`src/rtl/fmul_arbiter.sv`:
```
// fmul_arbiter: round-robin sharing of one combinational single-precision multiplier
// between N valid/ready requesters, with a multicycle window before the result is sampled.
module fmul (
    input  logic [31:0] a,
    input  logic [31:0] b,
    input  logic [1:0]  rm,
    output logic [31:0] s
);
    // rm: 0 nearest-even, 1 toward -inf, 2 toward +inf, 3 toward zero
    logic               sign, za, zb, ia, ib, nan, ovf, ovf_inf, g, st, inc;
    logic [7:0]         ea, eb, ef;
    logic [23:0]        ma, mb;
    logic [47:0]        p, pn;
    logic [95:0]        sh_v;
    logic [5:0]         lz, rsh;
    logic signed [10:0] e;
    logic [30:0]        mag;
    always_comb begin
        sign = a[31] ^ b[31];
        za   = a[30:0] == 31'd0;
        zb   = b[30:0] == 31'd0;
        ia   = a[30:23] == 8'hff && a[22:0] == 23'd0;
        ib   = b[30:23] == 8'hff && b[22:0] == 23'd0;
        nan  = (a[30:23] == 8'hff && a[22:0] != 23'd0) || (b[30:23] == 8'hff && b[22:0] != 23'd0)
               || (ia && zb) || (ib && za);
        ea   = a[30:23] == 8'd0 ? 8'd1 : a[30:23];
        eb   = b[30:23] == 8'd0 ? 8'd1 : b[30:23];
        ma   = {|a[30:23], a[22:0]};
        mb   = {|b[30:23], b[22:0]};
        p    = ma * mb;
        lz   = 6'd0;
        for (int i = 0; i < 48; i++) if (p[i]) lz = 6'(47 - i);
        pn   = p << lz;
        // e is the biased exponent once pn[47] is the hidden bit; e<=0 means subnormal
        e    = $signed({3'b0, ea}) + $signed({3'b0, eb}) - 11'sd126 - $signed({5'b0, lz});
        rsh  = e > 0 ? 6'd0 : (e < -11'sd46 ? 6'd48 : 6'(11'sd1 - e));
        sh_v = {pn, 48'd0} >> rsh;
        ef   = sh_v[95] ? e[7:0] : 8'd0;
        g    = sh_v[71];
        st   = |sh_v[70:0];
        inc  = rm == 2'd0 ? g & (st | sh_v[72]) :
               rm == 2'd1 ? sign & (g | st) :
               rm == 2'd2 ? ~sign & (g | st) : 1'b0;
        mag  = {ef, sh_v[94:72]} + 31'(inc);
        ovf  = e > 11'sd254;
        ovf_inf = rm == 2'd0 || (rm == 2'd1 && sign) || (rm == 2'd2 && !sign);
        s    = nan ? 32'h7fc00000 :
               (ia || ib) ? {sign, 8'hff, 23'd0} :
               (za || zb) ? {sign, 31'd0} :
               ovf ? (ovf_inf ? {sign, 8'hff, 23'd0} : {sign, 31'h7f7fffff}) :
               {sign, mag};
    end
endmodule

module fmul_arbiter #(
    parameter int N          = 4,
    parameter int IDW        = 2,
    parameter int MUL_CYCLES = 2
) (
    input  logic            clk,
    input  logic            clrn,
    input  logic [N-1:0]    req_valid,
    input  logic [32*N-1:0] req_a,
    input  logic [32*N-1:0] req_b,
    input  logic [2*N-1:0]  req_rm,
    output logic [N-1:0]    req_ready,
    output logic [N-1:0]    res_valid,
    input  logic [N-1:0]    res_ready,
    output logic [31:0]     res_s,
    output logic            busy,
    output logic [IDW-1:0]  grant_id
);
    localparam int CW = MUL_CYCLES > 1 ? $clog2(MUL_CYCLES) : 1;
    typedef enum logic [1:0] {IDLE, CALC, DONE} state_t;
    state_t         state_q, state_d;
    logic [IDW-1:0] last_q, last_d, gid_q, gid_d, g, idx;
    logic [CW-1:0]  cnt_q, cnt_d;
    logic [31:0]    a_q, a_d, b_q, b_d, s_q, s_d, fs;
    logic [1:0]     rm_q, rm_d;
    logic           any;

    fmul u_fmul (.a(a_q), .b(b_q), .rm(rm_q), .s(fs));

    // Scan from farthest to nearest so the requester just after last wins
    always_comb begin
        g   = '0;
        idx = '0;
        any = 1'b0;
        for (int k = N; k >= 1; k--) begin
            idx = IDW'((int'(last_q) + k) % N);
            if (req_valid[idx]) begin
                g   = idx;
                any = 1'b1;
            end
        end
    end

    always_comb begin
        state_d   = state_q;
        last_d    = last_q;
        gid_d     = gid_q;
        cnt_d     = cnt_q;
        a_d       = a_q;
        b_d       = b_q;
        rm_d      = rm_q;
        s_d       = s_q;
        req_ready = '0;
        res_valid = '0;
        case (state_q)
            IDLE: if (any) begin
                req_ready[g] = 1'b1;
                a_d          = req_a[32*g +: 32];
                b_d          = req_b[32*g +: 32];
                rm_d         = req_rm[2*g +: 2];
                gid_d        = g;
                last_d       = g;
                cnt_d        = CW'(MUL_CYCLES - 1);
                state_d      = CALC;
            end
            CALC: if (cnt_q != '0) cnt_d = cnt_q - CW'(1);
                  else begin
                      s_d     = fs;
                      state_d = DONE;
                  end
            DONE: begin
                res_valid[gid_q] = 1'b1;
                if (res_ready[gid_q]) state_d = IDLE;
            end
            default: state_d = IDLE;
        endcase
    end

    always_ff @(posedge clk) begin
        if (!clrn) begin
            state_q <= IDLE;
            last_q  <= IDW'(N - 1);
            gid_q   <= '0;
            cnt_q   <= '0;
            a_q     <= '0;
            b_q     <= '0;
            rm_q    <= '0;
            s_q     <= '0;
        end else begin
            state_q <= state_d;
            last_q  <= last_d;
            gid_q   <= gid_d;
            cnt_q   <= cnt_d;
            a_q     <= a_d;
            b_q     <= b_d;
            rm_q    <= rm_d;
            s_q     <= s_d;
        end
    end

    assign busy     = state_q != IDLE;
    assign grant_id = gid_q;
    assign res_s    = s_q;
endmodule
```
`config.mk`:
```
export PLATFORM = sky130hd
export DESIGN_NAME = fmul_arbiter
export DESIGN_NICKNAME = d
export VERILOG_FILES = /design/src/rtl/fmul_arbiter.sv
export SDC_FILE = /design/constraint.sdc
export NUM_CORES = 2
export LEC_CHECK = 0
export BUFFER_PORTS_ARGS = -buffer_cell sky130_fd_sc_hd__buf_2
export CAP_MARGIN = 5
export CELL_PAD_IN_SITES_DETAIL_PLACEMENT = 2
export CELL_PAD_IN_SITES_GLOBAL_PLACEMENT = 2
export CORE_AREA = 2 2 336 338
export CTS_BUF_LIST = sky130_fd_sc_hd__clkbuf_4 sky130_fd_sc_hd__clkbuf_8 sky130_fd_sc_hd__clkbuf_16
export DETAILED_ROUTE_END_ITERATION = 7
export DIE_AREA = 0 0 338 340
export PLACE_DENSITY_LB_ADDON = 0.05
export SLEW_MARGIN = 30
export SYNTH_ARGS = -nofsm -noshare
export SYNTH_HDL_FRONTEND = slang
export SYNTH_SLANG_ARGS = --single-unit
```
`constraint.sdc`:
```
create_clock -name clk -period 14.4 [get_ports clk]
set_input_delay 1.44 -clock clk [delete_from_list [all_inputs] [get_ports clk]]
set_output_delay 1.44 -clock clk [all_outputs]
set_load 0.02 [all_outputs]
```
==> reports/metrics.cfg <==
[floorplan]
fp.dieArea_um2 = 114900
die_w_um = 338
num_rows = 123
coreArea_um2 = 111600
start_util_pct = 33.59
io_pins = 317
die_y_um = 340

[sta]
period_minus_slack_ps = 14210
hold_violations = 0
worst_pin_slew_ps = 1134
setup_viol = 0
relSlewSlack_pct = 24.16
fmax_ghz = 0.07038
fin_skew_ps = 23.64
drv_slew = 0
period_share_pct = 98.67

[detailed_routing]
drtAntennaViolNets = 0
viasPerCell = 5.779
drt-initial-drc-count = 2549
num_vias = 40088
wl_per_cell_um = 26.91
dr.pass1.iters = 6
route.detailed.drc = 0
postRouteWirelength_mm = 186.7

[setup_path]
end_kind = register
cp.required_ps = 14690
slowest_delay_ps = 550
crit_top_cell = buf_4
start_kind = register
worstSetupPathType = reg2reg
cp_max_fo = 8
cp.arrival_ps = 14500
cp_slowest_cell = fa_2

[synthesis]
synth_top_area_share_pct = 25.85
synth_area_um2 = 37480
yosysWarnings = 0
syn_area_per_cell_um2 = 7.719
yosysTopAreaCell = fa_1
yosysUniqueCellTypes = 130
synth-async-reset-ratio_pct = 0
syn-num-nets = 5813
synthTopCellsByArea = fa_1 26%, and2_1 10%, ha_1 6.6%
yosysSeqAreaShare_pct = 5.608
syn_inst = 4856
synth-edff-count = 0
ys_ff_latch = 105
synth_most_common_cell = and2_1
synthFlopType = dfxtp_1
netlist_top_cells_count = 606 x and2_1, 562 x inv_1, 484 x fa_1

[place]
port_buffers = 316
gp_congestion = 0.9658
hpwlAfterDp_mm = 152.8
place_area_um2 = 43780

[finish]
nNetsFinal = 6384
drive_above_1_share_pct = 23.36
stdcell_area_um2 = 45800
syn2layout_area_growth_pct = 22.18

[global_route]
track_usage_pct = 31.92
grt_pass1_vias = 43858
grt_max_degree = 86
overflow = 0
grt_pass1_wl_mm = 280.1
antenna_found_initial = 8

[clock_tree]
clockBufferDepth = 2
numCtsBuffers = 9
clock-sinks = 105
cts_hold_buf = 0
clkTransAtPathRegs_ps = 100
htree_levels = 3
cts-root-buf = clkbuf_16
clk_latency_ps = 410
cts_tree = built

[job]
drv_cap = 0

[hold_path]
min_path_type = reg2reg

[status]
status = finished clean

[worst max-delay path: cells and delay by family, from the launching register on]
kind                       cells  cell delay [ps]
AOI/OAI and AO/OA             12             2120
xor gates and xnor gates       1              300
DFF                            1              380
buffers and inverters         16             2180
and+or+nand+nor               23             4240
adders and majority gates     13             4860
[sequential cells by signal (all words and copies together), names as in the netlist]
name,count
state_q,2
rm_q,2
a_q,32
last_q,2
cnt_q,1
b_q,32
res_s,32
grant_id,2
[final timing paths]
check | start | to | slack [ps] | depth (start not counted)
max | a_q[30] | res_s[21] | 190 | 65
min | res_s[5] | res_s[5] | 450 | 2
max reg2reg | a_q[30] | res_s[21] | 190 | 65
min reg2reg | res_s[5] | res_s[5] | 450 | 2
[through the flow]
step | worst slack (ps) | utilization [%] | hold slack (ps) | setup TNS (ps) | cells
after CTS | 0.1625 | 39.83 | 450.4 | 0 | 6886
final | 192.0 | 41.05 | 447.4 | 0 | 6937
after global placement | -286.9 | 39.24 | 435.4 | -3617 | 6859
after global routing | -288.9 | 41.04 | 474.3 | -4771 | 6936
after floorplan | 11.15 | - | 466.2 | 0 | 4856
after detailed placement | -730.9 | 39.24 | 433.6 | -16060 | 6859
[cells in the final DEF, fill, tap and decap left out, types with 110 or more instances in the layout]
master / count
inv_1: 560
a211oi_1: 110
nand3_1: 128
buf_4: 545
o21ai_0: 131
nor2_1: 298
and2_1: 598
fa_1: 473
nand2_1: 413
ha_1: 183
a21oi_1: 216
buf_2: 316
[what timing repair did]
action	4_1_cts	5_1_grt
cloned	0	2
resized for setup	65	221
buffers inserted	11	46
setup endpoints to repair	31	31
pin swaps	16	116
[area by class of cell]
cell class / instances / area [um^2]
Antenna cell: 5 / 12.51
Multi-Input combinational cell: 3846 / 33010
Clock buffer: 9 / 225.2
Inverter: 568 / 2135
Timing Repair Buffer: 897 / 6266
Sequential cell: 105 / 2175
Fill cell: 12844 / 65780
Tap cell: 1500 / 1877
Clock inverter: 7 / 93.84
[layer usage]
metal  track usage, %  part of all wire, %  vias up
li1                 -                    -    17826
met5                0               0.0064        -
met4            7.083                  2.3        2
met2            54.42                   49     1049
met3            3.863                  5.1      223
met1            42.98                   44    20988
[logic make-up (layout without fill, tap and decap cells)]
family          after synthesis  in the layout  synth area share, %
simple gates               1902           1902                27.08
compound gates             1118           1118                21.46
buf+inv                     905           1481                9.443
fa+ha+maj                   684            684                32.52
flops                       105            105                5.608
mux                          77             77                2.333
xor+xnor                     65             65                1.559
other cells                   0              5                    0
Power is not shown: default switching activity piles up to over one toggle a cycle in this logic, so the estimate is an artifact.
